File: config.mk
export PLATFORM = sky130hd
export DESIGN_NAME = core_seq_flat
export DESIGN_NICKNAME = d
export VERILOG_FILES = /design/src/rtl/core_seq_if.sv /design/src/rtl/core_seq.sv /design/src/flat_wrapper.sv
export SDC_FILE = /design/constraint.sdc
export NUM_CORES = 1
export LEC_CHECK = 0
export ABC_AREA = 1
export CAP_MARGIN = 5
export CORE_MARGIN = 3
export CORE_UTILIZATION = 31
export CTS_BUF_LIST = sky130_fd_sc_hd__clkbuf_8
export CTS_CLUSTER_SIZE = 10
export DETAILED_ROUTE_END_ITERATION = 10
export PLACE_DENSITY = 0.89
export SYNTH_ARGS = -nofsm -noshare
export SYNTH_HDL_FRONTEND = slang
export SYNTH_SLANG_ARGS = --single-unit
File: constraint.sdc
create_clock -name clk -period 3.17 [get_ports clk]
set_clock_uncertainty 0.1 [all_clocks]
set_input_delay 0.634 -clock clk [delete_from_list [all_inputs] [get_ports clk]]
set_output_delay 0.634 -clock clk [all_outputs]
set_load 0.01 [all_outputs]
File: src/rtl/core_seq_if.sv
// Shared memory-port handshake between the sequencer (master) and the
// memory subsystem (slave). The request is held until the ack cycle.
interface core_seq_if;
   logic mem_req;   // request, held until mem_ack
   logic mem_data;  // 0 = instruction fetch, 1 = data access
   logic mem_we;    // 1 = store
   logic mem_ack;   // memory completes the current request this cycle

   modport master (output mem_req, output mem_data, output mem_we, input mem_ack);
   modport slave  (input mem_req, input mem_data, input mem_we, output mem_ack);
endinterface

File: src/rtl/core_seq.sv
// core_seq: multi-cycle RV32I instruction sequencer.
// Steps each instruction through FETCH/DECODE/EXEC/MEM/WB, drives the IR,
// PC and register-file strobes and owns the shared memory request.
// Outputs are decoded from the current state, qualified by mem_ack where a
// memory transfer completes.
// Optional feature macro: CORE_SEQ_PERF_EN enables the cycle and retired
// instruction counters; when undefined the counter ports are tied to zero.
module core_seq #(
   parameter int CNT_W = 32
) (
   input  logic             clk,
   input  logic             rst,
   input  logic             is_load,
   input  logic             is_store,
   input  logic             is_branch,
   input  logic             is_jmp,
   input  logic             rd_w,
   input  logic             illegal,
   input  logic             br_taken,
   input  logic             halt_req,
   core_seq_if.master       bus,
   output logic             ir_we,
   output logic             pc_we,
   output logic             pc_sel,
   output logic             rf_we,
   output logic             retire,
   output logic             halted,
   output logic [2:0]       state,
   output logic [CNT_W-1:0] cycle_cnt,
   output logic [CNT_W-1:0] instret_cnt
);

   typedef enum logic [2:0] {
      IDLE   = 3'd0,
      FETCH  = 3'd1,
      DECODE = 3'd2,
      EXEC   = 3'd3,
      MEM    = 3'd4,
      WB     = 3'd5,
      HALT   = 3'd7
   } state_e;

   state_e state_q;
   state_e state_d;
   state_e boundary_s;

   // After a retiring transition the sequencer parks in IDLE on a debug stop.
   assign boundary_s = halt_req ? IDLE : FETCH;

   // State register; reset abandons any in-flight memory request.
   always_ff @(posedge clk) begin
      if (rst) begin
         state_q <= IDLE;
      end else begin
         state_q <= state_d;
      end
   end

   // Next-state and strobe decode; every strobe defaults low.
   always_comb begin
      state_d      = state_q;
      bus.mem_req  = 1'b0;
      bus.mem_data = 1'b0;
      bus.mem_we   = 1'b0;
      ir_we        = 1'b0;
      pc_we        = 1'b0;
      pc_sel       = 1'b0;
      rf_we        = 1'b0;
      retire       = 1'b0;
      halted       = 1'b0;
      case (state_q)
         IDLE: begin
            state_d = boundary_s;
         end
         FETCH: begin
            bus.mem_req = 1'b1;
            if (bus.mem_ack) begin
               ir_we   = 1'b1;
               state_d = DECODE;
            end else begin
               state_d = FETCH;
            end
         end
         DECODE: begin
            // Conflicting load+store flags are treated like an illegal opcode.
            if (illegal || (is_load && is_store)) begin
               state_d = HALT;
            end else begin
               state_d = EXEC;
            end
         end
         EXEC: begin
            if (is_load || is_store) begin
               state_d = MEM;
            end else if (rd_w) begin
               state_d = WB;
            end else begin
               pc_we   = 1'b1;
               pc_sel  = is_branch & br_taken;
               retire  = 1'b1;
               state_d = boundary_s;
            end
         end
         MEM: begin
            bus.mem_req  = 1'b1;
            bus.mem_data = 1'b1;
            bus.mem_we   = is_store;
            if (bus.mem_ack) begin
               if (is_store) begin
                  pc_we   = 1'b1;
                  pc_sel  = 1'b0;
                  retire  = 1'b1;
                  state_d = boundary_s;
               end else begin
                  state_d = WB;
               end
            end else begin
               state_d = MEM;
            end
         end
         WB: begin
            // A load with rd_w=0 still passes through WB without writing.
            rf_we   = rd_w;
            pc_we   = 1'b1;
            pc_sel  = is_jmp;
            retire  = 1'b1;
            state_d = boundary_s;
         end
         HALT: begin
            halted  = 1'b1;
            state_d = HALT;
         end
         default: begin
            // Unreachable encodings stop the core rather than guess.
            state_d = HALT;
         end
      endcase
   end

   assign state = state_q;

`ifdef CORE_SEQ_PERF_EN
   logic [CNT_W-1:0] cycle_cnt_q;
   logic [CNT_W-1:0] instret_cnt_q;

   // Free-running perf counters, wrapping naturally at 2^CNT_W.
   always_ff @(posedge clk) begin
      if (rst) begin
         cycle_cnt_q   <= '0;
         instret_cnt_q <= '0;
      end else begin
         cycle_cnt_q <= cycle_cnt_q + {{(CNT_W-1){1'b0}}, 1'b1};
         if (retire) begin
            instret_cnt_q <= instret_cnt_q + {{(CNT_W-1){1'b0}}, 1'b1};
         end else begin
            instret_cnt_q <= instret_cnt_q;
         end
      end
   end

   assign cycle_cnt   = cycle_cnt_q;
   assign instret_cnt = instret_cnt_q;
`else
   assign cycle_cnt   = '0;
   assign instret_cnt = '0;
`endif

endmodule

File: src/flat_wrapper.sv
// flat-port wrapper written by rule: the top's interface ports become plain ports
module core_seq_flat 
#(
   parameter int CNT_W = 32
)
  (clk, rst, is_load, is_store, is_branch, is_jmp, rd_w, illegal, br_taken, halt_req, ir_we, pc_we, pc_sel, rf_we, retire, halted, state, cycle_cnt, instret_cnt, bus_mem_req, bus_mem_data, bus_mem_we, bus_mem_ack);
  core_seq_if bus_i ();
  input  logic clk;
  input  logic rst;
  input  logic is_load;
  input  logic is_store;
  input  logic is_branch;
  input  logic is_jmp;
  input  logic rd_w;
  input  logic illegal;
  input  logic br_taken;
  input  logic halt_req;
  output logic ir_we;
  output logic pc_we;
  output logic pc_sel;
  output logic rf_we;
  output logic retire;
  output logic halted;
  output logic [2:0] state;
  output logic [CNT_W-1:0] cycle_cnt;
  output logic [CNT_W-1:0] instret_cnt;
  output wire logic [$bits(bus_i.mem_req)-1:0] bus_mem_req;
  output wire logic [$bits(bus_i.mem_data)-1:0] bus_mem_data;
  output wire logic [$bits(bus_i.mem_we)-1:0] bus_mem_we;
  input wire logic [$bits(bus_i.mem_ack)-1:0] bus_mem_ack;
  assign bus_mem_req = bus_i.mem_req;
  assign bus_mem_data = bus_i.mem_data;
  assign bus_mem_we = bus_i.mem_we;
  assign bus_i.mem_ack = bus_mem_ack;
  core_seq #(.CNT_W(CNT_W)) u_core (.clk(clk), .rst(rst), .is_load(is_load), .is_store(is_store), .is_branch(is_branch), .is_jmp(is_jmp), .rd_w(rd_w), .illegal(illegal), .br_taken(br_taken), .halt_req(halt_req), .bus(bus_i), .ir_we(ir_we), .pc_we(pc_we), .pc_sel(pc_sel), .rf_we(rf_we), .retire(retire), .halted(halted), .state(state), .cycle_cnt(cycle_cnt), .instret_cnt(instret_cnt));
endmodule
==> run summary <==
Status -> finished clean
Setup WS post-layout -> 300 ps
Post-layout min period -> 2870 ps
Final hold vios -> 0
Netlist cell types -> 15
Fraction of layout cells with a size suffix above 1 -> 0.0629
Sequential share of the synthesized area -> 0.0770
TritonCTS Buffers -> 3
All-Layer GR Usage -> 0.0734
Largest register FFs -> 3
WL/cell -> 7.85 um
Initial antenna violation count -> 0
Worst Path Class, Setup -> input pin to primary output
Core Region -> 0.00230 mm^2
Post-CTS Setup Inserts -> 0
CTS tree -> built
Die area -> 0.00315 mm^2
Hold Path Class -> flop to flop
DRT Pass-1 Iters -> 4
Leakage -> 0.454 nW
Vias in the first global route -> 452
Cells after Synth -> 119
CTS resizes -> 0
GR Overflow Total -> 0
Via Count -> 573
Power Density -> 312 mW/mm^2
Initial drt markers -> 9
Peak VDD IR -> 178 uV
Fin cells -> 171
Fmax -> 0.348 GHz
RePlAce Congestion -> 0.721
Worst Hold Slack -> 570 ps
Initial core utilization -> 0.339
Arrival @ worst endpoint -> 2140 ps
WL final -> 1340 um
Setup TNS Final -> 0 ps
CTS Hold Buffers Added -> 0
Crit end category -> primary output
FF+latch count, synth -> 3
Die H -> 56.1 um
Placed Cells -> 167
CP startpoint kind -> input pin
RSZ-0062 raised after global routing -> no
WP data required -> 2440 ps
Syn Area/Cell -> 6.55 um^2
Final setup violation count -> 0
Die X -> 56.1 um
Antenna Cells -> 0
IO Port Bufs -> 22
DP Worst Slack -> 326 ps
Root Driver -> clkbuf_8
Skew-Pair Late Insertion Delay -> 210 ps
Critical-path maximum fanout -> 5
Post-Syn Area -> 779 um^2
First-pass GRT wire length -> 1880 um
Fin crit share -> 0.906
I/O pin count -> 87
Num Clock Sinks -> 3
CTS HTree Levels -> 1
Post-DP HPWL -> 1200 um
Ys Warns -> 0
Final nets -> 155
MaxCap Viol Count -> 0
Syn-to-layout area delta -> 6.26%
Residual DRC -> 0
Post-DRT Antenna Nets -> 0
Final Max Tran Viols -> 0
Clk slew on worst S/H paths -> 30 ps
CTS max path bufs -> 2
FP Rows -> 17
Largest net degree at the start of global routing -> 9
Via density per instance -> 3.35
cell type report:
cell class              instances  area [um^2]
clock inverters                 1         3.75
fillers                       254         1470
inverters                       9         33.8
repair buffers                 22          220
well taps                      28         35.0
flip-flops and latches          3         60.1
clock buffers                   3         41.3
multi-input cells             105          434
power by group:
part	switching (W)	internal, W	total, W
Combinational	0.0000648	0.0000365	0.000101
Sequential	0.00000823	0.0000419	0.0000501
Clock	0.0000247	0.0000824	0.000107
layer usage:
metal / track usage / part of all wire
met1: 0.0766 / 0.33
met2: 0.129 / 0.52
met3: 0.0232 / 0.14
met4: 0.0407 / 0
met5: 0 / 0
final timing paths:
path	start	end	slack, ps	cells past startpoint
max	is_store	pc_sel	300	5
min	u_core.state[1]$_SDFF_PP0_	u_core.state[1]$_SDFF_PP0_	570	2
max reg2reg	u_core.state[1]$_SDFF_PP0_	u_core.state[0]$_SDFF_PP0_	1950	7
min reg2reg	u_core.state[1]$_SDFF_PP0_	u_core.state[1]$_SDFF_PP0_	570	2
synth_stat cells (all sizes together):
cell type | count | share of area
a21oi | 4 | 0.030
o22ai | 1 | 0.0080
conb | 1 | 0.0048
nor2 | 12 | 0.071
nand2 | 15 | 0.082
dfxtp | 3 | 0.077
o21ai | 2 | 0.013
buf | 65 | 0.63
nand3 | 7 | 0.045
inv | 9 | 0.043
stage by stage:
stage / util / power (W) / cell area, um^2
global placement: 0.341 / 0.000150 / 783
CTS: 0.361 / 0.000262 / 828
finish: 0.361 / 0.000259 / 828
global route: 0.361 / 0.000281 / 828
detailed placement: 0.341 / 0.000150 / 783
floorplan: - / 0.000171 / 1020
worst max-delay path, stage by stage:
cell             delay, ps
clkdlybuf4s50_1        480
nor2_1                 210
nand3_1                130
o22ai_1                130
clkdlybuf4s50_1        550
cells in the final DEF (no fill, tap or decap), drive strengths merged:
master | Yosys | layout
nand2 | 15 | 15
nor2 | 12 | 12
inv | 9 | 10
clkbuf | 0 | 3
nand3 | 7 | 7
o21ai | 2 | 2
dfxtp | 3 | 3
clkdlybuf4s50 | 0 | 22
o22ai | 1 | 1
conb | 1 | 64
a21oi | 4 | 4
cells by family after synthesis:
logic type | share of synthesized area
buffers and inverters | 0.669
AND/OR/NAND/NOR | 0.197
AO/OA/AOI/OAI | 0.0514
flip-flops | 0.0770
other | 0.00481
Power figures use the tool's default switching activity.
